===== src/rtl/gat_loader_pkg.sv =====
// Shared types and helpers for the GAT BRAM loader: FSM states, region encoding,
// default address widths and the region-sequencing functions.
package gat_loader_pkg;

  localparam int TOP_WIDTH_DEF        = 32;
  localparam int H_DATA_ADDR_W_DEF    = 18;
  localparam int NODE_INFO_ADDR_W_DEF = 14;
  localparam int WEIGHT_ADDR_W_DEF    = 15;

  typedef enum logic [2:0] {
    ST_IDLE,
    ST_LOAD_H,
    ST_LOAD_NI,
    ST_LOAD_W,
    ST_DONE,
    ST_ERR
  } load_state_e;

  typedef enum logic [1:0] {
    REG_H  = 2'd0,
    REG_NI = 2'd1,
    REG_W  = 2'd2
  } region_e;

  // First region at or after index 'from' with a nonzero length; DONE if none remain.
  function automatic load_state_e first_load(input logic [2:0] nz, input logic [1:0] from);
    first_load = ST_DONE;
    if (nz[REG_W]  && (from <= REG_W))  first_load = ST_LOAD_W;
    if (nz[REG_NI] && (from <= REG_NI)) first_load = ST_LOAD_NI;
    if (nz[REG_H]  && (from == REG_H))  first_load = ST_LOAD_H;
  endfunction

  // Done flags implied by entering a state: every region ordered before it is complete.
  function automatic logic [2:0] done_mask(input load_state_e st);
    case (st)
      ST_LOAD_NI: done_mask = 3'b001;
      ST_LOAD_W:  done_mask = 3'b011;
      ST_DONE:    done_mask = 3'b111;
      default:    done_mask = 3'b000;
    endcase
  endfunction

  function automatic logic is_load(input load_state_e st);
    is_load = (st == ST_LOAD_H) || (st == ST_LOAD_NI) || (st == ST_LOAD_W);
  endfunction

endpackage


===== src/rtl/gat_bram_wr_port.sv =====
// One BRAM write port: registers a one-cycle write strobe with its data and the
// byte address derived from a word index.
module gat_bram_wr_port #(
  parameter int DATA_W = 32,
  parameter int ADDR_W = 18
) (
  input  logic              clk,
  input  logic              rst,
  input  logic              i_wr,
  input  logic [ADDR_W-1:0] i_idx,
  input  logic [DATA_W-1:0] i_data,
  output logic              o_ena,
  output logic              o_wea,
  output logic [ADDR_W+1:0] o_addra,
  output logic [DATA_W-1:0] o_din
);

  // NOTE: sequential state uses non-blocking assignments so every flop samples pre-edge values.
  always_ff @(posedge clk or posedge rst) begin
    if (rst) begin
      o_ena   <= 1'b0;
      o_wea   <= 1'b0;
      o_addra <= '0;
      o_din   <= '0;
    end else begin
      o_ena <= i_wr;
      o_wea <= i_wr;
      if (i_wr) begin
        o_addra <= {i_idx, 2'b00};
        o_din   <= i_data;
      end
    end
  end

endmodule


===== src/rtl/gat_bram_loader.sv =====
// Splits one DMA word stream into the H-data, node-info and weight BRAMs in that
// order, tracking per-region done flags and tlast protocol errors.
module gat_bram_loader
  import gat_loader_pkg::*;
#(
  parameter int TOP_WIDTH        = TOP_WIDTH_DEF,
  parameter int H_DATA_ADDR_W    = H_DATA_ADDR_W_DEF,
  parameter int NODE_INFO_ADDR_W = NODE_INFO_ADDR_W_DEF,
  parameter int WEIGHT_ADDR_W    = WEIGHT_ADDR_W_DEF
) (
  input  logic                        clk,
  input  logic                        rst,
  input  logic                        start,
  input  logic [H_DATA_ADDR_W:0]      h_data_len,
  input  logic [NODE_INFO_ADDR_W:0]   node_info_len,
  input  logic [WEIGHT_ADDR_W:0]      wgt_len,
  input  logic [TOP_WIDTH-1:0]        s_tdata,
  input  logic                        s_tvalid,
  input  logic                        s_tlast,
  output logic                        s_tready,
  output logic [TOP_WIDTH-1:0]        h_data_bram_din,
  output logic                        h_data_bram_ena,
  output logic                        h_data_bram_wea,
  output logic [H_DATA_ADDR_W+1:0]    h_data_bram_addra,
  output logic [TOP_WIDTH-1:0]        h_node_info_bram_din,
  output logic                        h_node_info_bram_ena,
  output logic                        h_node_info_bram_wea,
  output logic [NODE_INFO_ADDR_W+1:0] h_node_info_bram_addra,
  output logic [TOP_WIDTH-1:0]        wgt_bram_din,
  output logic                        wgt_bram_ena,
  output logic                        wgt_bram_wea,
  output logic [WEIGHT_ADDR_W+1:0]    wgt_bram_addra,
  output logic                        h_data_bram_load_done,
  output logic                        h_node_info_bram_load_done,
  output logic                        wgt_bram_load_done,
  output logic                        load_busy,
  output logic                        load_err
);

  localparam int HN_W  = (H_DATA_ADDR_W > NODE_INFO_ADDR_W) ? H_DATA_ADDR_W : NODE_INFO_ADDR_W;
  localparam int CNT_W = (HN_W > WEIGHT_ADDR_W) ? HN_W : WEIGHT_ADDR_W;

  load_state_e               r_state;
  logic [CNT_W-1:0]          r_cnt;
  logic [H_DATA_ADDR_W:0]    r_h_len;
  logic [NODE_INFO_ADDR_W:0] r_ni_len;
  logic [WEIGHT_ADDR_W:0]    r_w_len;
  logic [2:0]                r_done;
  logic [2:0]                r_pend;
  logic                      r_err;
  logic                      r_busy;

  load_state_e               w_state_nxt;
  logic [2:0]                w_pend_nxt;
  logic [2:0]                w_nz;
  logic [2:0]                w_in_nz;
  logic [1:0]                w_next_from;
  logic [CNT_W:0]            w_cur_len;
  logic [CNT_W:0]            w_cnt_inc;
  logic                      w_accept;
  logic                      w_last_word;
  logic                      w_final_word;
  logic                      w_err_set;
  logic                      w_start_ok;

  assign w_nz      = {|r_w_len, |r_ni_len, |r_h_len};
  assign w_in_nz   = {|wgt_len, |node_info_len, |h_data_len};
  assign w_accept  = s_tvalid && r_busy;
  assign w_cnt_inc = {1'b0, r_cnt} + 1'b1;

  // NOTE: every always_comb output gets a default first so no path can infer a latch.
  always_comb begin
    w_state_nxt  = r_state;
    w_pend_nxt   = 3'b000;
    w_err_set    = 1'b0;
    w_start_ok   = 1'b0;
    w_cur_len    = '0;
    w_next_from  = 2'd3;
    w_last_word  = 1'b0;
    w_final_word = 1'b0;

    case (r_state)
      ST_LOAD_H:  begin w_cur_len = (CNT_W+1)'(r_h_len);  w_next_from = REG_NI; end
      ST_LOAD_NI: begin w_cur_len = (CNT_W+1)'(r_ni_len); w_next_from = REG_W;  end
      ST_LOAD_W:  begin w_cur_len = (CNT_W+1)'(r_w_len);  w_next_from = 2'd3;   end
      default:    ;
    endcase

    w_last_word  = w_accept && (w_cnt_inc == w_cur_len);
    w_final_word = w_last_word && (first_load(w_nz, w_next_from) == ST_DONE);

    if (!is_load(r_state)) begin
      if (start) begin
        w_start_ok  = 1'b1;
        w_state_nxt = first_load(w_in_nz, REG_H);
        if (w_state_nxt == ST_DONE) w_pend_nxt = 3'b111;
      end
    end else if (w_accept) begin
      if (s_tlast && !w_final_word) begin
        w_state_nxt = ST_ERR;
        w_err_set   = 1'b1;
      end else if (w_last_word) begin
        // Entering the next region also completes any zero-length regions skipped over.
        w_state_nxt = first_load(w_nz, w_next_from);
        w_pend_nxt  = done_mask(w_state_nxt);
        w_err_set   = w_final_word && !s_tlast;
      end
    end
  end

  always_ff @(posedge clk or posedge rst) begin
    if (rst) begin
      r_state  <= ST_IDLE;
      r_cnt    <= '0;
      r_h_len  <= '0;
      r_ni_len <= '0;
      r_w_len  <= '0;
      r_done   <= '0;
      r_pend   <= '0;
      r_err    <= 1'b0;
      r_busy   <= 1'b0;
    end else begin
      r_state <= w_state_nxt;
      r_busy  <= is_load(w_state_nxt);
      r_pend  <= w_pend_nxt;
      r_done  <= r_done | r_pend;
      if (w_start_ok) begin
        r_h_len  <= h_data_len;
        r_ni_len <= node_info_len;
        r_w_len  <= wgt_len;
        r_done   <= '0;
        r_err    <= 1'b0;
        r_cnt    <= '0;
      end else begin
        if (w_err_set) r_err <= 1'b1;
        if (w_accept)  r_cnt <= w_last_word ? '0 : w_cnt_inc[CNT_W-1:0];
      end
    end
  end

  assign s_tready                   = r_busy;
  assign load_busy                  = r_busy;
  assign load_err                   = r_err;
  assign h_data_bram_load_done      = r_done[REG_H];
  assign h_node_info_bram_load_done = r_done[REG_NI];
  assign wgt_bram_load_done         = r_done[REG_W];

  gat_bram_wr_port #(.DATA_W(TOP_WIDTH), .ADDR_W(H_DATA_ADDR_W)) u_h_port (
    .clk(clk), .rst(rst),
    .i_wr(w_accept && (r_state == ST_LOAD_H)),
    .i_idx(r_cnt[H_DATA_ADDR_W-1:0]), .i_data(s_tdata),
    .o_ena(h_data_bram_ena), .o_wea(h_data_bram_wea),
    .o_addra(h_data_bram_addra), .o_din(h_data_bram_din)
  );

  gat_bram_wr_port #(.DATA_W(TOP_WIDTH), .ADDR_W(NODE_INFO_ADDR_W)) u_ni_port (
    .clk(clk), .rst(rst),
    .i_wr(w_accept && (r_state == ST_LOAD_NI)),
    .i_idx(r_cnt[NODE_INFO_ADDR_W-1:0]), .i_data(s_tdata),
    .o_ena(h_node_info_bram_ena), .o_wea(h_node_info_bram_wea),
    .o_addra(h_node_info_bram_addra), .o_din(h_node_info_bram_din)
  );

  gat_bram_wr_port #(.DATA_W(TOP_WIDTH), .ADDR_W(WEIGHT_ADDR_W)) u_w_port (
    .clk(clk), .rst(rst),
    .i_wr(w_accept && (r_state == ST_LOAD_W)),
    .i_idx(r_cnt[WEIGHT_ADDR_W-1:0]), .i_data(s_tdata),
    .o_ena(wgt_bram_ena), .o_wea(wgt_bram_wea),
    .o_addra(wgt_bram_addra), .o_din(wgt_bram_din)
  );

endmodule


===== config.mk =====
export PLATFORM = sky130hd
export DESIGN_NAME = gat_bram_loader
export DESIGN_NICKNAME = d
export VERILOG_FILES = /design/src/rtl/gat_loader_pkg.sv /design/src/rtl/gat_bram_wr_port.sv /design/src/rtl/gat_bram_loader.sv
export SDC_FILE = /design/constraint.sdc
export NUM_CORES = 1
export LEC_CHECK = 0
export CORE_ASPECT_RATIO = 1.4
export CORE_MARGIN = 2
export CORE_UTILIZATION = 46
export CTS_CLUSTER_DIAMETER = 80
export DETAILED_ROUTE_END_ITERATION = 8
export PLACE_DENSITY_LB_ADDON = 0.05
export SYNTH_ARGS = -nofsm -noshare
export SYNTH_HDL_FRONTEND = slang
export SYNTH_HIERARCHICAL = 1
export SYNTH_SLANG_ARGS = --single-unit

===== constraint.sdc =====
create_clock -name clk -period 3.1 [get_ports clk]
set_clock_uncertainty 0.2 [all_clocks]
set_input_delay 0.31 -clock clk [delete_from_list [all_inputs] [get_ports clk]]
set_output_delay 0.31 -clock clk [all_outputs]
set_load 0.005 [all_outputs]

==> flow_summary.ini <==
[status]
status = finished, violations left
violations = setup timing

[min_path]
worstHoldStart = node_info_len[9]
hp-class = input pin to flop
hold_end = r_ni_len[9]
hold_depth = 3

[pwr]
p_per_area_nw_per_um2 = 905
p_leak_nw = 6.95
p_total_w = 0.0138
ir_drop_mv = 0.499

[timing]
post-route-worst-setup-slack_ns = -0.131
whs_ns = 0.157
tightestPinTransition_ns = 0.840
setup_tns_ns = -1.22
setup_violations = 18
period_share_pct = 104
slew_violations = 0
max_freq_mhz = 309
final_hold_viol_count = 0
slew_headroom_pct = 44.0
rsz0062_at_grt = yes
min_period_ns = 3.23

[global_route]
grt_max_degree = 52
grt_pass1_wl_um = 46900
antenna_found_initial = 0
grt_overflow_total = 0
grt_pass1_vias = 8173
grt_usage_pct = 24.1

[drt]
via_per_inst = 5.25
first_pass_iters = 4
routed_wl_um = 30200
drtIter0Drc = 291
vias = 8069
drc = 0
antenna_left = 0
wl_per_cell_um = 19.7

[yosys]
synth.avg_cell_area_um2 = 12.1
synthMostInstantiatedCell = dfrtp_1
synth_ff_type = dfrtp_1
synth_top_cell_area_share_pct = 51.9
ys_ff_latch = 225
synth_fa_ha_area_share_pct = 0.461
synth_compound_area_share_pct = 5.62
async_flop_share_pct = 100
synth-xor-area-share_pct = 1.86
netlist_area_um2 = 10900
synthTopCellsByArea = dfrtp_1 (52%), mux2_4 (17%), nand2_1 (6.5%)
syn-instance-count = 898
yosysUniqueCellTypes = 66
synth_top_family_by_area = multiplexers
yosysSeqAreaShare_pct = 51.9
synth.area.mux_share_pct = 21.3
synth-simple-area-share_pct = 13.8
yosys_warnings = 6
synth.largest_area_cell = dfrtp_1
yosys-top-cells-count = dfrtp_1 (225), nand2_1 (188), mux2_4 (121)
synth_edf_count = 0

[clock_tree]
htreeDepth = 1
tritoncts = done
cts_root_buf = clkbuf_16
clock_path_buffers = 3
clkTransAtPathRegs_ns = 0.06
cts_buffers = 24
clock_latency_ns = 0.51
cts_sinks = 225

[worst_setup_path]
r2r_slack_ns = -0.13
cp-end-kind = flop
crit_arrival_ns = 3.41
critPathRequiredTime_ns = 3.28
start_kind = flop
critical_path_class = flop to flop
r2r-end = r_cnt[10]
r2r_start = r_state[0]
crit_path_max_fanout = 20
worstRegToRegCells = 13

[floorplan]
core-area_um2 = 23200
die_w_um = 134
die_h_um = 186
initial_core_util_pct = 46.8
io_pins = 248
die_area_um2 = 24900
core.rowCount = 66

[cells_and_area]
syn_to_final_growth_pct = 40.3
final_util_pct = 65.6
fill_cells = 1834
final_nets = 1307
layout-drive-gt1-share_pct = 29.8
antenna_cells = 0

[placement]
place.gp.congestion = 0.919
io_buffer_count = 241
dp_hpwl_um = 22200
dp_slack_ns = -0.185

[flow_run]
max-cap-violations = 0
==> worst max path at each step <==
stage	start	cells after the start	slack, ns	end
finish	r_state[0]	13	-0.13	r_cnt[10]
global route	r_state[0]	12	-0.21	load_err
CTS	r_state[0]	13	-0.1	load_busy
detailed placement	r_state[0]	12	-0.19	load_busy
global placement	r_state[0]	12	-0.13	load_busy
floorplan	r_cnt[0]	13	-0.04	load_busy
==> layer usage <==
layer | track usage [%] | vias to the layer above | wire length, µm
li1 | - | 3767 | -
met1 | 29.2 | 3981 | 12100
met2 | 43.2 | 253 | 15500
met3 | 3.16 | 68 | 1330
met4 | 10.0 | 0 | 1310
met5 | 0 | - | 0
==> state kept, by name, indices dropped and copies added, names as in the netlist, 16 cells and up <==
name	count
u_h_port/o_din	32
u_ni_port/o_din	32
u_w_port/o_din	32
r_h_len	19
r_cnt	18
u_h_port/o_addra	18
r_w_len	16
==> placed cells by master (no fill, tap or decap), drive strengths merged, types with 3 or more instances in the layout <==
| cell | n |
|---|---|
| a21oi | 22 |
| a22o | 4 |
| a22oi | 8 |
| a31oi | 6 |
| a32oi | 3 |
| a41oi | 4 |
| and2 | 5 |
| and3 | 5 |
| buf | 107 |
| bufinv | 3 |
| clkbuf | 35 |
| clkdlybuf4s50 | 241 |
| clkinv | 4 |
| conb | 6 |
| dfrtp | 225 |
| ha | 4 |
| inv | 10 |
| mux2 | 157 |
| mux2i | 9 |
| nand2 | 188 |
| nand2b | 5 |
| nand3 | 14 |
| nand4 | 11 |
| nand4b | 3 |
| nand4bb | 3 |
| nor2 | 25 |
| nor2b | 3 |
| nor3 | 13 |
| nor4 | 24 |
| o211ai | 5 |
| o21ai | 17 |
| or2 | 3 |
| or3 | 5 |
| xnor2 | 12 |
| xor2 | 11 |
==> cells by family (layout without fill, tap and decap cells) <==
kind of cell / count (synthesis) / in the layout
flops: 225 / 225
simple gates: 318 / 318
buf+inv: 71 / 401
xor+xnor: 23 / 23
mux: 166 / 166
fa+ha+maj: 4 / 4
compound gates: 88 / 88
other cells: 3 / 6
==> per-stage QoR <==
stage                     area (µm²)  cells
after global routing           15200   1537
after floorplan                10900    901
after detailed placement       14100   1490
after global placement         14100   1490
final                          15200   1537
after CTS                      15000   1535
==> power by group <==
part	total [W]	leakage, nW	switching (W)	internal (W)
Sequential	0.00474	2.88	0.000786	0.00395
Combinational	0.00610	3.68	0.00252	0.00357
Clock	0.00294	0.401	0.00113	0.00181
Total	0.0138	6.95	0.00444	0.00933
==> critical path, cell delays in order, from the launching register on <==
cell	delay, ns
dfrtp_2	0.45
buf_12	0.15
buf_4	0.12
mux2_2	0.35
a22oi_1	0.18
nor2_1	0.09
xnor2_1	0.19
nand4_1	0.15
or4_4	0.62
nor2_4	0.13
nor3_2	0.06
buf_12	0.16
a41oi_2	0.19
a31oi_1	0.06
==> layout make-up <==
class / instances / area, µm² / area share (%)
multi-input combinational: 605 / 5000 / 32.8
clock inverter: 7 / 110 / 0.723
tap: 306 / 383 / 2.51
sequential: 225 / 5640 / 37.0
inverter: 10 / 37.5 / 0.247
timing repair buffer: 350 / 3360 / 22.1
clock buffer: 34 / 699 / 4.59
==> what timing repair did <==
item,in CTS,in global routing
hold buffers,1,0
endpoints found under the hold margin,9,0
gates resized for setup,18,49
pin swaps,8,22
endpoints found under the setup margin,24,28
cloned,0,1
buffers inserted,3,2
Note: power is estimated with default switching activity, not from simulation.
